File: config.mk
export PLATFORM = sky130hd
export DESIGN_NAME = spi_ram_ctrl
export DESIGN_NICKNAME = d
export VERILOG_FILES = /design/src/rtl/spi_ram_ctrl.sv
export SDC_FILE = /design/constraint.sdc
export NUM_CORES = 2
export LEC_CHECK = 0
export CORE_ASPECT_RATIO = 0.8
export CORE_MARGIN = 1
export CORE_UTILIZATION = 40
export DETAILED_ROUTE_END_ITERATION = 16
export PLACE_DENSITY = 0.59
export SKIP_CTS_REPAIR_TIMING = 1
export SYNTH_ARGS = -nofsm -noshare
export SYNTH_HDL_FRONTEND = slang
export SYNTH_SLANG_ARGS = --single-unit
export TNS_END_PERCENT = 10
File: constraint.sdc
create_clock -name clk -period 2.9 [get_ports clk]
set_clock_uncertainty 0.05 [all_clocks]
set_input_delay 0.58 -clock clk [delete_from_list [all_inputs] [get_ports clk]]
set_output_delay 0.58 -clock clk [all_outputs]
set_load 0.01 [all_outputs]
File: src/rtl/spi_ram_ctrl.sv
// spi_ram_ctrl
// Command-decoding single-port RAM placed directly behind an SPI slave.
// Each valid command word selects one of four operations:
//   00 WR_ADDR  load write address (range-checked against MEM_DEPTH)
//   01 WR_DATA  write payload to mem[wr_addr] (needs a loaded write address)
//   10 RD_ADDR  load read address (range-checked against MEM_DEPTH)
//   11 RD_DATA  latch mem[rd_addr] onto dout and open an ADDR_SIZE-cycle
//               tx_valid window (needs a loaded read address, IDLE only)
//
// Ports:
//   clk       in   single clock, rising edge
//   rst_n     in   asynchronous active-low reset
//   din       in   [ADDR_SIZE+1:0] command word: opcode in the top two bits,
//                  payload in the low ADDR_SIZE bits
//   rx_valid  in   din valid, one command per high cycle
//   dout      out  [ADDR_SIZE-1:0] read byte for the SPI slave tx_data
//   tx_valid  out  high for ADDR_SIZE cycles after an accepted RD_DATA
//   err       out  one-cycle pulse for every rejected command
module spi_ram_ctrl #(
    parameter int ADDR_SIZE = 8,
    parameter int MEM_DEPTH = 256,
    parameter int AUTO_INC  = 0
) (
    input  logic                 clk,
    input  logic                 rst_n,
    input  logic [ADDR_SIZE+1:0] din,
    input  logic                 rx_valid,
    output logic [ADDR_SIZE-1:0] dout,
    output logic                 tx_valid,
    output logic                 err
);

    localparam int                   CNT_W     = $clog2(ADDR_SIZE + 1);
    localparam logic [CNT_W-1:0]     CNT_LAST  = CNT_W'(ADDR_SIZE - 1);
    localparam logic [ADDR_SIZE:0]   DEPTH     = (ADDR_SIZE + 1)'(MEM_DEPTH);
    localparam logic [ADDR_SIZE-1:0] ADDR_LAST = ADDR_SIZE'(MEM_DEPTH - 1);

    typedef enum logic [1:0] {
        OP_WR_ADDR = 2'b00,
        OP_WR_DATA = 2'b01,
        OP_RD_ADDR = 2'b10,
        OP_RD_DATA = 2'b11
    } op_t;

    typedef enum logic {
        IDLE = 1'b0,
        SEND = 1'b1
    } state_t;

    logic [ADDR_SIZE-1:0] mem [MEM_DEPTH];

    state_t               state;
    state_t               state_next;
    logic [CNT_W-1:0]     cnt;
    logic [ADDR_SIZE-1:0] wr_addr;
    logic [ADDR_SIZE-1:0] rd_addr;
    logic                 wr_ok;
    logic                 rd_ok;

    op_t                  op;
    logic [ADDR_SIZE-1:0] payload;
    logic                 in_range;
    logic                 wr_addr_load;
    logic                 wr_data_go;
    logic                 rd_addr_load;
    logic                 rd_accept;
    logic                 reject;

    assign op       = op_t'(din[ADDR_SIZE+1:ADDR_SIZE]);
    assign payload  = din[ADDR_SIZE-1:0];
    // Zero-extend by one bit so MEM_DEPTH == 2**ADDR_SIZE stays representable.
    assign in_range = ({1'b0, payload} < DEPTH);

    // Post-increment with wrap at MEM_DEPTH (not at 2**ADDR_SIZE).
    function automatic logic [ADDR_SIZE-1:0] next_addr(input logic [ADDR_SIZE-1:0] a);
        if (AUTO_INC == 0) begin
            return a;
        end
        return (a == ADDR_LAST) ? '0 : a + 1'b1;
    endfunction

    // Command decode: exactly one of the action strobes or reject per command.
    always_comb begin
        wr_addr_load = 1'b0;
        wr_data_go   = 1'b0;
        rd_addr_load = 1'b0;
        rd_accept    = 1'b0;
        reject       = 1'b0;
        if (rx_valid) begin
            case (op)
                OP_WR_ADDR: if (in_range) wr_addr_load = 1'b1; else reject = 1'b1;
                OP_WR_DATA: if (wr_ok)    wr_data_go   = 1'b1; else reject = 1'b1;
                OP_RD_ADDR: if (in_range) rd_addr_load = 1'b1; else reject = 1'b1;
                OP_RD_DATA: if (state == IDLE && rd_ok) rd_accept = 1'b1;
                            else reject = 1'b1;
                default:    reject = 1'b1;
            endcase
        end
    end

    always_comb begin
        state_next = state;
        case (state)
            IDLE:    if (rd_accept) state_next = SEND;
            SEND:    if (cnt == CNT_LAST) state_next = IDLE;
            default: state_next = IDLE;
        endcase
    end

    // Decoded straight from the state register so an asynchronous reset
    // drops the window immediately.
    assign tx_valid = (state == SEND);

    always_ff @(posedge clk or negedge rst_n) begin
        if (!rst_n) begin
            state   <= IDLE;
            cnt     <= '0;
            wr_addr <= '0;
            rd_addr <= '0;
            wr_ok   <= 1'b0;
            rd_ok   <= 1'b0;
            dout    <= '0;
            err     <= 1'b0;
        end else begin
            state <= state_next;
            err   <= reject;

            if (state == SEND) begin
                cnt <= (cnt == CNT_LAST) ? '0 : cnt + 1'b1;
            end

            if (wr_addr_load) begin
                wr_addr <= payload;
                wr_ok   <= 1'b1;
            end else if (wr_data_go) begin
                wr_addr <= next_addr(wr_addr);
            end

            if (rd_addr_load) begin
                rd_addr <= payload;
                rd_ok   <= 1'b1;
            end else if (rd_accept) begin
                dout    <= mem[rd_addr];
                rd_addr <= next_addr(rd_addr);
            end
        end
    end

    // Storage is deliberately left out of reset.
    always_ff @(posedge clk) begin
        if (wr_data_go) begin
            mem[wr_addr] <= payload;
        end
    end

endmodule

Word level (Yosys, flattened, before mapping)

Memory sizes are Yosys's and may differ from the RTL's. A register that Yosys moved wholly into a read port is not among the register bits.
Index checks and enable logic that the tools add are counted.

Output and inout bits: 10
Input bits: 13
Latch bits: 0
Memories kept: 1
Word-level logic and storage cells: 62
RAM bits: 2,048
Bits in read-only memories: 0
Register bits after elaboration: 24

Reduce and logical (&&, ||, !) cells: 9
Shift operators: 0
Add/sub/neg operators: 3
Magnitude comparators: 0
Multiply operators: 0
Multiplexer cells: 32
Bitwise operators: 2
Div/mod/pow operators: 0
Equality and inequality tests: 8

Memories:

| name | depth | width | rd ports | clocked after Yosys merged registers in | write ports | line | text |
|---|---|---|---|---|---|---|---|
| mem  | 256   | 8     | 1        | 1                                       | 1           | 50   | `logic [ADDR_SIZE-1:0] mem [MEM_DEPTH];` |

Operators with widths:

| cell                                                                   | count |
|---|---|
| 8-bit two-way mux                                                      | 8 |
| 1-bit two-way mux                                                      | 21 |
| 8-bit by 1-bit adder with 8-bit output (second input constant)         | 2 |
| 8-bit equality test (second input constant)                            | 2 |
| 2-bit AND reduction                                                    | 3 |
| 4-bit by 1-bit adder with 4-bit output (second input constant)         | 1 |
| 2-bit equality test (second input constant)                            | 2 |
| 4-bit by 3-bit equality test with 1-bit output (second input constant) | 1 |
| 4-bit two-way mux                                                      | 1 |
| 2-bit inequality test (second input constant)                          | 2 |
| 2-bit nonzero test                                                     | 2 |
| 1-bit case mux with 3 select lines                                     | 1 |
| 2-bit by 1-bit equality test with 1-bit output (second input constant) | 1 |
| 2-bit zero test                                                        | 1 |
| 1-bit inverter                                                         | 2 |
| 1-bit case mux with 2 select lines                                     | 1 |
| 2-bit OR reduction                                                     | 1 |
| 1-bit logical AND                                                      | 1 |
| 1-bit zero test                                                        | 1 |

Depth between registers and ports, before layout

Depth after elaboration: 10
Mapped depth: 13
Mapped depth without buffers: 7

Least setup slack after synthesis

OpenSTA, ideal clock, no wires.

Path type: reg-to-reg
Start: register rd_addr[0]
End: register dout[4] (read register of mem)
Cell stages (with the launch flop): 12
Buffers on the path: 5
Slack: 546 ps
Library setup time: 125 ps
Arrival: 2,179 ps
Clock period less this slack: 2,354 ps
Data required time: 2,725 ps
Cells stage by stage: dfrtp_1 > buf_6 > buf_12 > buf_12 > buf_12 > buf_12 > mux4_2 > a221oi_2 > o21ai_1 > a21oi_2 > a2bb2oi_2 > o31ai_2

RTL lines:

| element                | line | text |
|---|---|---|
| start, declared        | 56   | `logic [ADDR_SIZE-1:0] rd_addr;` |
| start signal, assigned | 140  | `rd_addr <= payload;` |
| start signal, assigned | 144  | `rd_addr <= next_addr(rd_addr);` |
| end, declared          | 28   | `output logic [ADDR_SIZE-1:0] dout,` |

==> metrics.md <==
| Metric | Value |
|---|---|
| Power share of the clock group | 0.358 |
| Final min period | 3.10 ns |
| Initial antenna violation count | 9 |
| Pint | roughly 52 mW |
| Antenna-violating nets left | 0 |
| Largest buffer count on any clock path | 3 |
| Logic pwr share | 0.171 |
| Fin crit share | 1.07 |
| Drc violations | 0 |
| Pwr per Cell Area | 719 nW/µm² |
| Initial Utilization | 0.405 |
| Clk slew on worst S/H paths | 0.06 ns |
| Syn Inst Count | 4100 |
| Slew at the pin with the worst max-slew slack | 0.973 ns |
| Synth top area share | 0.754 |
| Status | complete, but fails checks |
| Hold Fails Final Rpt | 0 |
| Seq cells post-synth | 2080 |
| Final hold slack | 0.152 ns |
| PnR worst setup slack | -0.196 ns |
| HP Class | input port to flop |
| DP HPWL | 156 mm |
| Top cell type by total area after synthesis | edfxtp_1 |
| IO buf count | 22 |
| Routability cong. | 0.888 |
| Post-synth ARST share | 0.0154 |
| Top FF cell, synth | edfxtp_1 |
| Full die area | ~210000 µm² |
| Worst setup SP type | flop |
| Worst EP arrival | 3.82 ns |
| Reg power frac | 0.471 |
| I/O pin count | 23 |
| Yosys warning count | 0 |
| WL final | 235 mm |
| # placed instances | 7434 |
| Die Y | 406 µm |
| Total GRT Usage | 0.227 |
| Synth top area cells | edfxtp_1, mux4_2, mux2i_1 |
| DR vias/cell | roughly 5.8 |
| CTS buffer count | 196 |
| Post-Syn Area | 81600 µm² |
| Number of enable flip-flop cells after synthesis | 2048 |
| Share of layout cells above drive strength 1 | 0.312 |
| Drt pass-1 iters | 6 |
| Crit-path max FO | 7 |
| Max VDD drop | slightly below 600 µV |
| Initial DRC count | 6239 |
| CTS tree | done |
| Finish-stage setup viols | 8 |
| Nets | 5023 |
| Syn nets | 4118 |
| Slew Limit Fails | 0 |
| Failing checks | negative setup slack |
| Sw frac | 0.261 |
| Unique masters post-synth | 70 |
| Core area | 202000 µm² |
| Total congestion overflow | 0 |
| Crit end category | flop |
| First-pass GRT wire length | 330 mm |
| Num Clock Sinks | 2080 |
| Switching Power | approximately 18 mW |
| Via Count | about 45k |
| Data required time of the worst path | 3.62 ns |
| Leak Pwr | 33.2 nW |
| Layout Cells excl Fill | 7856 |
| Max-Cap Viols | 0 |
| Area growth, synth to finish | 20.9% |
| H-tree depth | 4 |
| Vias in the first global route | ~44k |
| Slew margin rel. | 0.351 |
| Sequential area share after synthesis | 0.764 |
| Rows | 147 |
| RSZ-0062 raised after global routing | yes |
| Mapped Avg Cell Area | between 15 and 20 µm² |
| Root buffer cell | clkbuf_16 |
| Setup CP Type | flop to flop |
| Latest clock arrival within the worst-skew pair | approximately 0.85 ns |
| Die X | 507 µm |
| Drt wl/cell | 29.9 µm |
| Achievable clock frequency | roughly 320 MHz |
| Pin count of the biggest net entering global routing | between 80 and 90 |
-- metrics by stage --
stage	setup TNS, ns	total power, mW	setup WS (ns)	area (µm²)	utilization
2_1_floorplan	0	39.9	0.546	81600	-
3_3_place_gp	-621.76	45.4	-0.961	91400	0.453
3_5_place_dp	-643.58	45.4	-0.803	91400	0.453
4_1_cts	-2.88	70.6	-0.814	97600	0.484
5_1_grt	-1.19	72.8	-0.217	98600	0.489
6_report	-0.897	71.0	-0.196	98600	0.489
-- critical path, cell delays in order, from the launching register on --
cell and delay (ns):
dfrtp_4 0.60, buf_12 0.21, buf_12 0.15, buf_6 0.11
mux4_2 0.33, nand2_2 0.06, nand4_1 0.24, o211ai_1 0.15
buf_4 0.18, or3_1 0.37, or4_4 0.47, nand3_2 0.09
-- worst paths after layout --
kind                               to  startpoint  slack (ns)  cells past startpoint
setup reg to reg              dout[7]  rd_addr[0]       -0.20                     11
hold reg to reg                 wr_ok       wr_ok        0.42                      1
min in group asynchronous      cnt[0]       rst_n        0.37                      2
setup / recovery              dout[7]  rd_addr[0]       -0.20                     11
max in group asynchronous  rd_addr[1]       rst_n        1.67                      2
hold / removal             mem[60][2]      din[2]        0.15                      1
-- state kept, by name, indices dropped and copies added, names as in the netlist, 4 cells and up --
| register | count |
|---|---|
| dout | 8 |
| cnt | 4 |
| wr_addr | 8 |
| mem | 2048 |
| rd_addr | 8 |
-- cell usage after synthesis (13+ instances only) --
| cell type | n |
|---|---|
| buf_4 | 46 |
| a221oi_1 | 36 |
| buf_6 | 41 |
| nor2_1 | 298 |
| a21oi_1 | 84 |
| a2111oi_0 | 17 |
| mux4_1 | 36 |
| a22oi_1 | 20 |
| a211o_1 | 14 |
| buf_2 | 45 |
| mux2i_1 | 384 |
| nand2_1 | 114 |
| nand2b_1 | 13 |
| mux2_2 | 21 |
| dfrtp_1 | 32 |
| buf_12 | 14 |
| nor3_1 | 16 |
| nand3_1 | 20 |
| o221ai_1 | 61 |
| mux4_2 | 293 |
| edfxtp_1 | 2048 |
| a211oi_1 | 43 |
| o21ai_0 | 64 |
| clkbuf_1 | 74 |
| o22ai_1 | 116 |
-- placed cells by master (no fill, tap or decap), drive strengths merged, types with 7 or more instances in the layout --
master         instances
a211oi                43
inv                   13
nand3                 20
a221oi                37
nand4                  7
nor4                   8
nor3                  16
o221ai                62
o21ai                 67
a21oi                 85
a211o                 14
mux2                  21
o22ai                116
a22oi                 20
clkbuf               269
nor2b                 12
and2                  13
nor2                 298
bufinv                15
buf                  923
mux2i                384
clkdlybuf4s50         13
clkinv                83
mux4                 329
nand2b                13
edfxtp              2048
a2111oi               18
nand2                114
dfrtp                 32
-- final cells by class --
cell class	instances	area [µm²]
fill	16624	103000
sequential	2080	62300
multi-input combinational	1770	17900
timing repair buffer	949	8760
clock buffer	257	5230
tap	2682	3360
clock inverter	108	1050
inverter	8	32.5
antenna	2	5.00
-- cells by family after synthesis --
| group | share of synthesized area |
|---|---|
| AO/OA/AOI/OAI | 0.0426 |
| buffers and inverters | 0.0227 |
| multiplexers | 0.142 |
| adder cells (fa/ha/maj) | 0.000767 |
| XOR/XNOR | 0.000107 |
| flip-flops | 0.764 |
| AND/OR/NAND/NOR | 0.0277 |
-- power by group through the flow --
stage	Combinational, mW	Clock, mW	Sequential [mW]
final	12.1	25.4	33.4
after global routing	12.6	26.9	33.4
after CTS	11.4	25.8	33.4
after detailed placement	11.4	0	34.1
after global placement	11.3	0	34.0
after floorplan	5.95	0	33.9
-- layer usage --
metal / wire, µm / part of all wire / GRT usage
met1: 103000 / 0.44 / 0.350
met2: 101000 / 0.43 / 0.325
met3: 25300 / 0.11 / 0.0476
met4: 5590 / 0.024 / 0.0582
met5: 0 / 0 / 0
No activity file was read; power rests on OpenSTA's default activity.
